--- src/rtl/jtag_master_if.sv ---
// jtag_master_if: command/response handshake bundle between a JTAG command source and jtag_master.
// master = command source side, slave = jtag_master side.
interface jtag_master_if #(
    parameter int MAX_BITS = 32,
    parameter int LEN_W    = $clog2(MAX_BITS + 1)
);
    logic                cmd_valid;
    logic                cmd_ready;
    logic [LEN_W-1:0]    cmd_len;
    logic [MAX_BITS-1:0] cmd_tms;
    logic [MAX_BITS-1:0] cmd_tdi;
    logic                rsp_valid;
    logic                rsp_ready;
    logic [MAX_BITS-1:0] rsp_tdo;

    modport master (
        output cmd_valid, cmd_len, cmd_tms, cmd_tdi, rsp_ready,
        input  cmd_ready, rsp_valid, rsp_tdo
    );

    modport slave (
        input  cmd_valid, cmd_len, cmd_tms, cmd_tdi, rsp_ready,
        output cmd_ready, rsp_valid, rsp_tdo
    );
endinterface

--- src/rtl/jtag_master.sv ---
// jtag_master: turns command words into TCK/TMS/TDI bit sequences and returns captured TDO bits.
// Define JTAG_MASTER_TRST_EN to add cmd_trst/TRSTn and a TRST pulse command.
module jtag_master #(
    parameter int CLK_DIV  = 2,
    parameter int MAX_BITS = 32,
    parameter int LEN_W    = $clog2(MAX_BITS + 1)
) (
    input  logic         CLK,
    input  logic         RSTn,
    jtag_master_if.slave bus,
`ifdef JTAG_MASTER_TRST_EN
    input  logic         cmd_trst,
    output logic         TRSTn,
`endif
    output logic         busy,
    output logic         TCK,
    output logic         TMS,
    output logic         TDI,
    input  logic         TDO
);
    localparam int IDX_W = (MAX_BITS > 1) ? $clog2(MAX_BITS) : 1;
    localparam int CNT_W = $clog2(2 * CLK_DIV + 1);
    localparam logic [LEN_W-1:0] LEN_MAX   = LEN_W'(MAX_BITS);
    localparam logic [CNT_W-1:0] HALF_LAST = CNT_W'(CLK_DIV - 1);

`ifdef JTAG_MASTER_TRST_EN
    localparam logic [CNT_W-1:0] TRST_LAST = CNT_W'(2 * CLK_DIV - 1);
    typedef enum logic [2:0] {IDLE, LOW, HIGH, DONE, TRST} state_t;
`else
    typedef enum logic [1:0] {IDLE, LOW, HIGH, DONE} state_t;
`endif

    state_t              state_q, state_d;
    logic [CNT_W-1:0]    cnt_q, cnt_d;
    logic [IDX_W-1:0]    idx_q, idx_d, idx_next;
    logic [LEN_W-1:0]    len_q, len_d, len_in;
    logic [MAX_BITS-1:0] tms_q, tms_d, tdi_q, tdi_d, cap_q, cap_d;
    logic [MAX_BITS-1:0] rsp_tdo_q, rsp_tdo_d;
    logic                rsp_valid_q, rsp_valid_d;
    logic                tck_q, tck_d, tms_pin_q, tms_pin_d, tdi_pin_q, tdi_pin_d;
    logic                cmd_ready;
`ifdef JTAG_MASTER_TRST_EN
    logic                trstn_q, trstn_d;
    assign TRSTn = trstn_q;
`endif

    assign cmd_ready     = (state_q == IDLE) && !rsp_valid_q;
    assign bus.cmd_ready = cmd_ready;
    assign bus.rsp_valid = rsp_valid_q;
    assign bus.rsp_tdo   = rsp_tdo_q;
    assign busy          = (state_q != IDLE);
    assign TCK           = tck_q;
    assign TMS           = tms_pin_q;
    assign TDI           = tdi_pin_q;
    assign len_in        = (bus.cmd_len > LEN_MAX) ? LEN_MAX : bus.cmd_len;
    assign idx_next      = idx_q + 1'b1;

    always_ff @(posedge CLK or negedge RSTn) begin
        if (!RSTn) begin
            state_q     <= IDLE;
            cnt_q       <= '0;
            idx_q       <= '0;
            len_q       <= '0;
            tms_q       <= '0;
            tdi_q       <= '0;
            cap_q       <= '0;
            rsp_tdo_q   <= '0;
            rsp_valid_q <= 1'b0;
            tck_q       <= 1'b0;
            tms_pin_q   <= 1'b1;
            tdi_pin_q   <= 1'b0;
`ifdef JTAG_MASTER_TRST_EN
            trstn_q     <= 1'b1;
`endif
        end else begin
            state_q     <= state_d;
            cnt_q       <= cnt_d;
            idx_q       <= idx_d;
            len_q       <= len_d;
            tms_q       <= tms_d;
            tdi_q       <= tdi_d;
            cap_q       <= cap_d;
            rsp_tdo_q   <= rsp_tdo_d;
            rsp_valid_q <= rsp_valid_d;
            tck_q       <= tck_d;
            tms_pin_q   <= tms_pin_d;
            tdi_pin_q   <= tdi_pin_d;
`ifdef JTAG_MASTER_TRST_EN
            trstn_q     <= trstn_d;
`endif
        end
    end

    // TDO is captured on the edge that raises TCK; TMS/TDI only move on the edge that lowers it.
    always_comb begin
        state_d     = state_q;
        cnt_d       = cnt_q;
        idx_d       = idx_q;
        len_d       = len_q;
        tms_d       = tms_q;
        tdi_d       = tdi_q;
        cap_d       = cap_q;
        rsp_tdo_d   = rsp_tdo_q;
        rsp_valid_d = rsp_valid_q;
        tck_d       = tck_q;
        tms_pin_d   = tms_pin_q;
        tdi_pin_d   = tdi_pin_q;
`ifdef JTAG_MASTER_TRST_EN
        trstn_d     = trstn_q;
`endif
        case (state_q)
            IDLE: begin
                if (rsp_valid_q && bus.rsp_ready) begin
                    rsp_valid_d = 1'b0;
                end
                if (bus.cmd_valid && cmd_ready) begin
                    len_d = len_in;
                    tms_d = bus.cmd_tms;
                    tdi_d = bus.cmd_tdi;
                    cap_d = '0;
                    idx_d = '0;
                    cnt_d = '0;
`ifdef JTAG_MASTER_TRST_EN
                    if (cmd_trst) begin
                        trstn_d   = 1'b0;
                        tms_pin_d = 1'b1;
                        state_d   = TRST;
                    end else
`endif
                    if (len_in == '0) begin
                        state_d = DONE;
                    end else begin
                        tms_pin_d = bus.cmd_tms[0];
                        tdi_pin_d = bus.cmd_tdi[0];
                        state_d   = LOW;
                    end
                end
            end
            LOW: begin
                if (cnt_q == HALF_LAST) begin
                    tck_d        = 1'b1;
                    cap_d[idx_q] = TDO;
                    cnt_d        = '0;
                    state_d      = HIGH;
                end else begin
                    cnt_d = cnt_q + 1'b1;
                end
            end
            HIGH: begin
                if (cnt_q == HALF_LAST) begin
                    tck_d = 1'b0;
                    cnt_d = '0;
                    if ((LEN_W'(idx_q) + LEN_W'(1)) < len_q) begin
                        idx_d     = idx_next;
                        tms_pin_d = tms_q[idx_next];
                        tdi_pin_d = tdi_q[idx_next];
                        state_d   = LOW;
                    end else begin
                        state_d = DONE;
                    end
                end else begin
                    cnt_d = cnt_q + 1'b1;
                end
            end
            DONE: begin
                rsp_valid_d = 1'b1;
                rsp_tdo_d   = cap_q;
                state_d     = IDLE;
            end
`ifdef JTAG_MASTER_TRST_EN
            TRST: begin
                if (cnt_q == TRST_LAST) begin
                    trstn_d = 1'b1;
                    state_d = DONE;
                end else begin
                    cnt_d = cnt_q + 1'b1;
                end
            end
`endif
            default: state_d = IDLE;
        endcase
    end
endmodule

--- src/flat_wrapper.sv ---
// flat-port wrapper written by rule: the top's interface ports become plain ports
module jtag_master_flat 
#(
    parameter int CLK_DIV  = 2,
    parameter int MAX_BITS = 32,
    parameter int LEN_W    = $clog2(MAX_BITS + 1)
)
  (CLK, RSTn, busy, TCK, TMS, TDI, TDO, bus_cmd_valid, bus_cmd_len, bus_cmd_tms, bus_cmd_tdi, bus_rsp_ready, bus_cmd_ready, bus_rsp_valid, bus_rsp_tdo);
  jtag_master_if #(.MAX_BITS(MAX_BITS), .LEN_W(LEN_W)) bus_i ();
  input  logic CLK;
  input  logic RSTn;
  output logic busy;
  output logic TCK;
  output logic TMS;
  output logic TDI;
  input  logic TDO;
  input wire logic [$bits(bus_i.cmd_valid)-1:0] bus_cmd_valid;
  input wire logic [$bits(bus_i.cmd_len)-1:0] bus_cmd_len;
  input wire logic [$bits(bus_i.cmd_tms)-1:0] bus_cmd_tms;
  input wire logic [$bits(bus_i.cmd_tdi)-1:0] bus_cmd_tdi;
  input wire logic [$bits(bus_i.rsp_ready)-1:0] bus_rsp_ready;
  output wire logic [$bits(bus_i.cmd_ready)-1:0] bus_cmd_ready;
  output wire logic [$bits(bus_i.rsp_valid)-1:0] bus_rsp_valid;
  output wire logic [$bits(bus_i.rsp_tdo)-1:0] bus_rsp_tdo;
  assign bus_i.cmd_valid = bus_cmd_valid;
  assign bus_i.cmd_len = bus_cmd_len;
  assign bus_i.cmd_tms = bus_cmd_tms;
  assign bus_i.cmd_tdi = bus_cmd_tdi;
  assign bus_i.rsp_ready = bus_rsp_ready;
  assign bus_cmd_ready = bus_i.cmd_ready;
  assign bus_rsp_valid = bus_i.rsp_valid;
  assign bus_rsp_tdo = bus_i.rsp_tdo;
  jtag_master #(.CLK_DIV(CLK_DIV), .MAX_BITS(MAX_BITS), .LEN_W(LEN_W)) u_core (.CLK(CLK), .RSTn(RSTn), .bus(bus_i), .busy(busy), .TCK(TCK), .TMS(TMS), .TDI(TDI), .TDO(TDO));
endmodule
--- config.mk ---
export PLATFORM = sky130hd
export DESIGN_NAME = jtag_master_flat
export DESIGN_NICKNAME = d
export VERILOG_FILES = /design/src/rtl/jtag_master_if.sv /design/src/rtl/jtag_master.sv /design/src/flat_wrapper.sv
export SDC_FILE = /design/constraint.sdc
export NUM_CORES = 1
export LEC_CHECK = 0
export ABC_CLOCK_PERIOD_IN_PS = 5660
export CAP_MARGIN = 20
export CORE_ASPECT_RATIO = 0.7
export CORE_MARGIN = 1
export CORE_UTILIZATION = 40
export CTS_CLUSTER_SIZE = 8
export DETAILED_ROUTE_END_ITERATION = 8
export PLACE_DENSITY = 0.7
export SLEW_MARGIN = 30
export SYNTH_ARGS = -nofsm -noshare
export SYNTH_HDL_FRONTEND = slang
export SYNTH_SLANG_ARGS = --single-unit
--- constraint.sdc ---
create_clock -name CLK -period 5.66 [get_ports CLK]
set_input_delay 1.132 -clock CLK [delete_from_list [all_inputs] [get_ports CLK]]
set_output_delay 1.132 -clock CLK [all_outputs]
set_load 0.1 [all_outputs]
==> results.json <==
{
  "finalHoldViolCount": 0,
  "synth_area_per_cell_um2": 10.1,
  "drtAntennaViolNets": 0,
  "cts_setup_buffers": 0,
  "via_per_inst": 5.02,
  "synth.area.top_cells": "dfrtp_1 53%, nand2_1 12%, mux2_2 6.0%",
  "crit_path_end_kind": "primary output",
  "first_pass_iters": 6,
  "ios": 113,
  "finalMaxSlewViolations": 0,
  "first_iter_violations": 343,
  "routed_wl_mm": 16.3,
  "setup_tns_ns": 0,
  "synth_seq_cells": 148,
  "cts_buffers": 17,
  "fillers": 1483,
  "synthCells": 685,
  "antenna_found_initial": 0,
  "required_ns": 4.53,
  "gr-total-overflow": 0,
  "fmax_mhz": 262,
  "first_global_vias": 5145,
  "gp_congestion": 0.850,
  "grt_max_degree": 102,
  "crit_type": "reg -> out",
  "p_leak_nw": 4.13,
  "fp.coreArea_um2": 16600,
  "dieWidth_um": 159,
  "clockBufferDepth": 2,
  "synth_enable_flop_cells": 0,
  "rsz0062_at_grt": "false",
  "worstPathMaxFanout": 7,
  "vias": 5130,
  "synth_nets": 773,
  "synth_seq_area_share_pct": 53.4,
  "peakVddDrop_v": 0.000337,
  "numClockSinks": 148,
  "synth_async_sr_flop_share_pct": 100,
  "hpwl_mm": 11.0,
  "initial_core_util_pct": 41.7,
  "worstSetupStartpoint": "u_core.state_q[1]",
  "htree_levels": 4,
  "cts-resized-gates": 0,
  "fin_crit_ns": 3.82,
  "die_y_um": 112,
  "port_buffers": 112,
  "synth_area_leader_cell": "dfrtp_1",
  "fin_skew_ns": 0.0146,
  "ff2ff_setup_slack_ns": 1.89,
  "min_from": "u_core.tms_q[26]",
  "area_growth_pct": 27.8,
  "wl_per_cell_um": 16.0,
  "antenna_cells": 0,
  "post-route-drc-count": 0,
  "synthFlopType": "dfrtp_1",
  "final_nets": 872,
  "die_area_um2": 17900,
  "clockRootBuffer": "clkbuf_16",
  "reg2reg_from": "u_core.idx_q[0]",
  "worst_ep_arrival_time_ns": 2.69,
  "row_count": 39,
  "cts_tree": "built",
  "path_clk_slew_ns": 0.06,
  "grt_pass1_wl_mm": 26.9,
  "worstMarginPinSlew_ns": 0.991,
  "layout-drive-gt1-share_pct": 11.9,
  "finalSetupViolCount": 0,
  "min_period_over_period_pct": 67.5,
  "place_area_um2": 8220,
  "worst_setup_path_start_kind": "flop",
  "hold_buffers": 0,
  "ys_types": 48,
  "netlist_area_um2": 6940,
  "final_cell_area_um2": 8860,
  "drv_cap": 0,
  "p_per_area_nw_per_um2": 491,
  "worstSkewPairLatency_ns": 0.42,
  "grt.total_usage_pct": 19.4,
  "synth_top_area_share_pct": 53.0,
  "synth_warnings": 0,
  "maxSlewHeadroom_pct": 33.7,
  "hold_class": "reg -> reg",
  "status": "finished clean"
}
power breakdown:
part,leakage [nW],total (mW),internal [mW],switching [mW]
Clock,0.312,1.20,0.738,0.460
Combinational,1.86,1.66,0.651,1.01
Sequential,1.96,1.49,1.33,0.160
Total,4.13,4.35,2.72,1.63
cell usage after synthesis (4+ instances only):
cell / n
buf_2: 10
nand3_1: 6
mux2_2: 37
nand2b_1: 4
ha_1: 13
clkbuf_1: 23
mux4_1: 5
nor2_1: 16
mux2i_1: 12
inv_1: 14
nand3b_1: 6
a21boi_0: 28
dfrtp_1: 147
nand2_1: 220
a22o_1: 4
mux4_2: 9
o21ai_0: 45
nor2b_1: 4
o21ai_1: 31
and2_1: 5
a21oi_1: 8
metrics by stage:
step                      power [mW]  instances  util, %  hold WS [ns]  setup slack, ns
final                           4.35       1022     53.3         0.470             1.84
after global routing            4.62       1022     53.3         0.498             1.55
after CTS                       4.37       1022     53.2         0.472             1.81
after detailed placement        3.16        990     49.4         0.459             1.84
after global placement          3.11        989     49.3         0.452             1.98
after floorplan                 2.73        685        -         0.437             2.14
logic make-up after synthesis:
| kind of cell | after synthesis | synth area share, % |
|---|---|---|
| muxes | 65 | 12.9 |
| buffers and inverters | 52 | 3.27 |
| adders and majority gates | 13 | 2.35 |
| DFF | 148 | 53.4 |
| and+or+nand+nor | 271 | 16.0 |
| AOI/OAI and AO/OA | 133 | 11.6 |
| xor gates and xnor gates | 3 | 0.487 |
final cells by class:
type / count / area (µm²) / share of cell area (%)
clock buffer: 20 / 467 / 5.26
tap: 225 / 282 / 3.18
timing repair buffer: 118 / 1170 / 13.2
sequential: 148 / 3700 / 41.8
multi-input combinational: 485 / 3020 / 34.1
clock inverter: 12 / 169 / 1.91
inverter: 14 / 52.6 / 0.593
placed cells by master (no fill, tap or decap), types with 3 or more instances in the layout:
master / synthesis / layout
mux4_2: 9 / 9
nand2_1: 220 / 219
nand2b_1: 4 / 4
mux4_1: 5 / 5
a21oi_1: 8 / 8
and2_1: 5 / 4
clkbuf_16: 0 / 17
mux2i_1: 12 / 12
o21ai_1: 31 / 31
clkbuf_8: 0 / 4
clkdlybuf4s50_1: 0 / 110
o21a_1: 3 / 3
mux2_2: 37 / 37
inv_1: 14 / 14
a21boi_0: 28 / 28
nand3_1: 6 / 6
dfrtp_1: 147 / 147
nor2b_1: 4 / 4
clkinv_4: 0 / 6
buf_4: 1 / 5
inv_6: 0 / 3
bufinv_16: 0 / 3
ha_1: 13 / 12
nand3b_1: 6 / 6
a22o_1: 4 / 4
nor2_1: 16 / 16
o21ai_0: 45 / 45
worst max-delay path, stage by stage (launching register included):
cell	delay [ns]
dfrtp_1	0.42
inv_1	0.11
ha_1	0.31
nor2b_1	0.27
clkdlybuf4s50_1	1.17
metal layers:
metal	track usage [%]	routed length (µm)	vias up
li1	-	-	2528
met1	28.4	8310	2455
met2	28.3	7080	134
met3	4.84	804	13
met4	5.77	130	0
met5	0	0	-
flip-flops by register name, indices dropped and copies added (netlist names):
register              flops
u_core.bus.rsp_tdo       32
u_core.cap_q             32
u_core.tdi_q             32
u_core.tms_q             32
u_core.len_q              6
u_core.idx_q              5
u_core.cnt_q              3
u_core.state_q            2
u_core.TCK                1
u_core.TDI                1
u_core.TMS                1
u_core.bus.rsp_valid      1
path summary, 6_finish.rpt:
| check | cells past startpoint | to |
|---|---|---|
| max | 4 | bus_cmd_ready |
| min | 2 | u_core.tms_q[26] |
| max reg2reg | 10 | u_core.idx_q[4] |
| min reg2reg | 2 | u_core.tms_q[26] |
| max in group asynchronous | 2 | u_core.cap_q[11] |
| min in group asynchronous | 1 | u_core.tdi_q[13] |
(Power assumes the default switching activity.)
